<file path="config.mk">
export PLATFORM = sky130hd
export DESIGN_NAME = grf_wb
export DESIGN_NICKNAME = d
export VERILOG_FILES = /design/src/rtl/grf_wb.sv
export SDC_FILE = /design/constraint.sdc
export NUM_CORES = 2
export LEC_CHECK = 0
export ABC_AREA = 0
export BUFFER_PORTS_ARGS = -buffer_cell sky130_fd_sc_hd__buf_2
export CAP_MARGIN = 20
export CORE_ASPECT_RATIO = 1.4
export CORE_MARGIN = 4
export CORE_UTILIZATION = 40
export CTS_BUF_LIST = sky130_fd_sc_hd__clkbuf_4 sky130_fd_sc_hd__clkbuf_8
export DETAILED_ROUTE_END_ITERATION = 12
export PLACE_DENSITY = 0.53
export SYNTH_ARGS = -nofsm -noshare
export SYNTH_HDL_FRONTEND = slang
export SYNTH_SLANG_ARGS = --single-unit
</file>
<file path="constraint.sdc">
create_clock -name clk -period 1.8 [get_ports clk]
set_input_delay 0.09 -clock clk [delete_from_list [all_inputs] [get_ports clk]]
set_output_delay 0.09 -clock clk [all_outputs]
set_load 0.005 [all_outputs]
</file>
<file path="src/rtl/grf_wb.sv">
// ---------------------------------------------------------------------------
// grf_wb -- 32 x 32-bit general register file for the single-cycle MIPS
// datapath, placed directly after the write-back data select mux.
//
// Ports:
//   clk       in   system clock; all state updates on the rising edge
//   reset     in   synchronous active-high reset (wins over WE)
//   A1, A2    in   read port indices (rs, rt)
//   A3        in   write index from the destination select mux
//   WD        in   write data from the write-back mux
//   WE        in   write enable (RegWrite)
//   PC        in   PC of the writing instruction, captured for trace
//   RD1, RD2  out  combinational read data with write-first bypass
//   wr_valid  out  one-cycle pulse after each committed write
//   wr_pc     out  PC of the last committed write
//   wr_addr   out  register index of the last committed write
//   wr_data   out  data of the last committed write
//   wr_count  out  committed writes since reset, wraps modulo 2^CNTW
// ---------------------------------------------------------------------------
module grf_wb #(
  parameter int NREG = 32,
  parameter int DW   = 32,
  parameter int CNTW = 16
) (
  input  logic            clk,
  input  logic            reset,
  input  logic [4:0]      A1,
  input  logic [4:0]      A2,
  input  logic [4:0]      A3,
  input  logic [DW-1:0]   WD,
  input  logic            WE,
  input  logic [31:0]     PC,
  output logic [DW-1:0]   RD1,
  output logic [DW-1:0]   RD2,
  output logic            wr_valid,
  output logic [31:0]     wr_pc,
  output logic [4:0]      wr_addr,
  output logic [DW-1:0]   wr_data,
  output logic [CNTW-1:0] wr_count
);

  logic [DW-1:0]   regs_q [NREG];
  logic            wr_valid_q;
  logic [31:0]     wr_pc_q;
  logic [4:0]      wr_addr_q;
  logic [DW-1:0]   wr_data_q;
  logic [CNTW-1:0] wr_count_q;
  logic [CNTW-1:0] wr_count_d;

  // Writes to $0 and writes coinciding with reset are dropped entirely:
  // not stored, not traced, not counted.
  logic commit;
  assign commit = WE && (A3 != 5'd0) && !reset;

  // Bypass uses the same qualification as commit, so a read never shows a
  // value that will not actually be stored.
  logic byp1, byp2;
  assign byp1 = commit && (A3 == A1);
  assign byp2 = commit && (A3 == A2);

  assign wr_count_d = wr_count_q + 1'b1;

  always_ff @(posedge clk) begin
    if (reset) begin
      regs_q     <= '{default: '0};
      wr_valid_q <= 1'b0;
      wr_pc_q    <= '0;
      wr_addr_q  <= '0;
      wr_data_q  <= '0;
      wr_count_q <= '0;
    end else begin
      // An X on WE makes commit non-true, so it falls to the no-write path.
      if (commit) begin
        regs_q[A3] <= WD;
        wr_valid_q <= 1'b1;
        wr_pc_q    <= PC;
        wr_addr_q  <= A3;
        wr_data_q  <= WD;
        wr_count_q <= wr_count_d;
      end else begin
        wr_valid_q <= 1'b0;
      end
    end
  end

  always_comb begin
    RD1 = '0;
    if (A1 == 5'd0)  RD1 = '0;
    else if (byp1)   RD1 = WD;
    else             RD1 = regs_q[A1];
  end

  always_comb begin
    RD2 = '0;
    if (A2 == 5'd0)  RD2 = '0;
    else if (byp2)   RD2 = WD;
    else             RD2 = regs_q[A2];
  end

  assign wr_valid = wr_valid_q;
  assign wr_pc    = wr_pc_q;
  assign wr_addr  = wr_addr_q;
  assign wr_data  = wr_data_q;
  assign wr_count = wr_count_q;

endmodule

</file>
# == Word-level counts from Yosys, hierarchy flattened ==
# Cells that the tools add are included.
# word_totals
in_bits,82
reg_bits,1110
# classes
n_eq_ne,2
n_reduce_logical,9
add_sub_neg,1
mux,14
n_bitwise,3
order_cmp,4
# op_table
operator,count
1024-bit bitwise mux,1
32-bit binary-select mux with 5-bit select,2
32-bit two-way mux,9
32-bit demux with 5-bit select,1
6-bit greater-or-equal comparator (second input constant),3
5-bit inverter with 6-bit output,3
16-bit by 1-bit adder with 16-bit output (second input constant),1
5-bit == test,2
5-bit zero test,2
6-bit by 1-bit less-than comparator with 1-bit output (second input constant),1
1-bit logical AND,5
5-bit nonzero test,1
1-bit zero test,1
1-bit two-way mux,1

# == Logic depth before layout (Yosys ltp) ==
# depth
depth_word,6
depth_mapped,9

# == Least setup slack after synthesis ==
# OpenSTA, ideal clock, no wires.
# synth_timing
kind,in2out
from,input A2[0]
to,output RD2[10]
cell_stages,8
t_required_ps,1710
t_arrival_ps,1584
setup_slack_ps,126
path_cell_list,buf_2 -> buf_6 -> buf_2 -> mux4_2 -> mux2i_1 -> nand2_1 -> o211ai_1 -> a31oi_1
# synth_between
elab_chain_cells,6
# synth_rtl
item,line_no,text
"start, declared",28,"input logic [4:0] A2,"
5-bit inverter with 6-bit output (not written as such),97,else RD2 = regs_q[A2];
32-bit binary-select mux with 5-bit select,97,
32-bit two-way mux (not written as such) (2 in series),97,
32-bit two-way mux,96,else if (byp2) RD2 = WD;
32-bit two-way mux (*),95,if (A2 == 5'd0) RD2 = '0;
"end, declared",34,"output logic [DW-1:0] RD2,"
# Every way passes the cells marked *; elsewhere a longest branch is shown, timed or not. The select of a mux whose other input is x is not followed.

# == Worst setup path in the final report ==
# layout_timing
from,register regs_q[131] (netlist name)
to,output RD2[3]
# layout_between
elab_chain_cells,5
# layout_rtl
item,line_no,text
"start, declared",42,logic [DW-1:0] regs_q [NREG];
"start signal, assigned",65,regs_q <= '{default: '0};
"start signal, assigned by index",74,regs_q[A3] <= WD;
32-bit binary-select mux with 5-bit select,97,
32-bit two-way mux (not written as such) (2 in series),97,
32-bit two-way mux,96,
32-bit two-way mux,95,
# Every way passes these cells. The select of a mux whose other input is x is not followed.

==> out/metrics.yaml <==
wl_um: 245000
worst-setup-path-type: "reg2out"
multiInputGateArea_um2: 32300
stdcell_count: 9525
holdPathEnd: "wr_data[4]$_SDFFE_PP0P_"
nets: 7559
cts_sinks: 1110
cts-buffers-inserted: 179
vias: 55400
critPathRequiredTime_ps: 1710
clock.fmax_ghz: 0.343
drt_pass1_iterations: 8
p_total_w: 0.0568
async_reset_ff_share_pct: 0
setup_violations: 69
setup_ws_ps: -1110
reg2reg_depth: 5
placed_cells: 9030
hold_viol: 0
start_util_pct: 40.2
hp-class: "in2reg"
crit_arrival_ps: 2820
drt_iter0_markers: 5498
yosysTopAreaCellShare_pct: 39.2
port-buffer-count: 231
slew_violations: 0
die-area_um2: 148000
ant_nets: 0
clkTransAtPathRegs_ps: 70
synthFlopType: "dfxtp_1"
yosysSeqAreaShare_pct: 39.2
nFillCells: 13200
synthDistinctLibCells: 58
drc: 0
syn2layout_area_growth_pct: 27.4
avgSynthCellArea_um2: 8.23
reg2reg_setup_slack_ps: 200
p_leak_nw: 26.8
syn_area_um2: 56700
dpl.hpwl_um: 161000
vias_per_cell: 5.82
stdcell_area_um2: 72200
synthTopCellsByArea: "dfxtp_1 (39%), nand2_1 (14%), mux2i_1 (9.7%), a21oi_1 (9.6%), mux4_2 (7.7%)"
worstPathMaxFanout: 2
timing.hold.ws_ps: 77.0
wire_per_inst_um: 25.7
track_usage_pct: 31.8
grt_overflow: 0
synthCells: 6883
critPathLaunchType: "flop"
period_needed_ps: 2910
grt_pass1_vias: 54100
ctsHtreeMaxLevel: 4
max_cap_violations: 0
status: "complete, but fails checks"
antenna_found_initial: 4
grt.met2_usage_pct: 53.5
synth_edf_count: 0
core_um2: 141000
timing.rr.end: "wr_count[15]$_SDFFE_PP0P_"
pwr_density_cell_nw_per_um2: 787
fin_tns_setup_ps: -58650
drive_gt1_share_pct: 26.6
clockBufferDepth: 3
finalCritPeriodShare_pct: 162
globalplace.congestion: 0.927
cts_tree: "yes"
grt_use_met3_pct: 5.35
slew_headroom_pct: 26.8
grtUsageMet1_pct: 39.6
ir_drop_mv: 0.651
synth_nets: 6966
seq_area_um2: 22400
num_rows: 163
busiest_layer: "met2"
grt_max_degree: 171
tightestPinTransition_ps: 1100
io_pins: 232
die_h_um: 453
synth_top_cell_by_area: "dfxtp_1"
r2r_start: "wr_count[5]$_SDFFE_PP0P_"
grt_setup_unrepaired: "true"
failed_checks: "setup timing"
skew_ps: 7.83
synth_warnings: 0
setup.worst_path.end_class: "output pin"
clk_latency_ps: 890
place_area_um2: 65300
die_w_um: 326
hold-path-cell-count: 6
grt_pass1_wl_um: 356000
min_from: "WE"
yosys_register_bits: 1110
root_buffer: "clkbuf_8"
critical path: stages, from the launching register on:
cell and delay [ps]:
dfxtp_2 320, mux4_2 460, mux2i_1 150, buf_4 130
nand2_1 70, o211ai_1 360, a31oi_2 230, buf_2 180
synthesized netlist by cell type (5+ instances only):
cell,number
nand2_1,2155
dfxtp_1,1110
a21oi_1,1092
mux2i_1,550
clkbuf_1,532
mux4_2,193
mux2_2,185
a22o_1,122
nor2_1,121
buf_2,101
o211ai_1,96
o21ai_0,94
a221oi_1,92
o22ai_1,91
buf_4,68
nor2b_1,42
nor3_1,39
a31oi_1,31
o21ai_1,30
xnor2_1,16
buf_1,10
nand3_1,10
xor2_1,9
buf_6,8
nand3b_1,8
a22oi_1,7
nand2_2,7
nand4_1,7
and3b_1,5
nand2b_1,5
where the power goes:
group | switching [W] | internal [W] | leakage (nW)
Clock | 0.0110 | 0.0140 | 2.17
Combinational | 0.00418 | 0.00278 | 15.6
Sequential | 0.000115 | 0.0247 | 9.02
worst max-delay path by stage:
stage / start / slack [ps] / end / depth (start not counted)
5_1_grt: regs_q[37]$_SDFFE_PP0P_ / -1230 / RD2[5] / 8
3_3_place_gp: A1[0] / -850 / RD1[5] / 11
4_1_cts: regs_q[1]$_SDFFE_PP0P_ / -1130 / RD2[1] / 6
2_1_floorplan: A2[0] / 130 / RD2[10] / 8
3_5_place_dp: A1[0] / -810 / RD1[4] / 11
6_report: regs_q[131]$_SDFFE_PP0P_ / -1110 / RD2[3] / 7
kinds of logic (layout without fill, tap and decap cells):
| family | Yosys count | in the layout | share of synthesized area, % |
|---|---|---|---|
| other | 0 | 4 | 0 |
| muxes | 928 | 928 | 21.1 |
| AOI/OAI and AO/OA | 1667 | 1667 | 17.0 |
| xor gates and xnor gates | 25 | 25 | 0.386 |
| buffers and inverters | 726 | 1467 | 5.62 |
| adders and majority gates | 1 | 1 | 0.0221 |
| and+or+nand+nor | 2426 | 2426 | 16.7 |
| DFF | 1110 | 1110 | 39.2 |
per-stage QoR:
stage / setup slack, ps / util, %
detailed placement: -809 / 46.4
floorplan: 126 / -
finish: -1110 / 51.2
CTS: -1130 / 50.8
global placement: -845 / 46.4
global route: -1230 / 51.2
sequential cells by signal (all words and copies together), names as in the netlist:
name,flops
wr_valid,1
wr_count,16
wr_addr,5
regs_q,1024
wr_pc,32
wr_data,32
layer usage:
| layer | vias up | routed length (um) |
|---|---|---|
| met2 | 2722 | 116000 |
| met1 | 26900 | 95900 |
| met4 | 0 | 13500 |
| met5 | - | 0 |
| li1 | 25100 | - |
| met3 | 744 | 19300 |
cells in the final DEF (no fill, tap or decap), drive strengths merged, types with 16 or more instances in the layout:
cell type and count:
nand2 2162, dfxtp 1110, a21oi 1092, buf 999
mux2i 550, clkbuf 298, mux4 193, mux2 185
dlygate4sd3 133, o21ai 125, a22o 122, nor2 122
o211ai 96, a221oi 92, o22ai 91, nor2b 42
nor3 40, a31oi 31, clkinv 19, xnor2 16
cell type report:
cell class                      instances  area share (%)
Clock inverter                         33           0.525
Tap cell                             1897            3.29
Clock buffer                          296            5.13
Sequential cell                      1110            31.0
Antenna cell                            4          0.0139
Timing Repair Buffer                 1135            15.3
Multi-Input combinational cell       5047            44.8
Inverter                                3          0.0156
timing repair:
item,4_1_cts,5_1_grt
hold buffers,133,2
setup buffers,17,13
setup endpoints to repair,64,217
endpoints found under the hold margin,1088,5
gates cloned,0,2
gates resized for setup,223,147
pin swaps,77,54
Note: power is estimated with default switching activity, not from simulation.
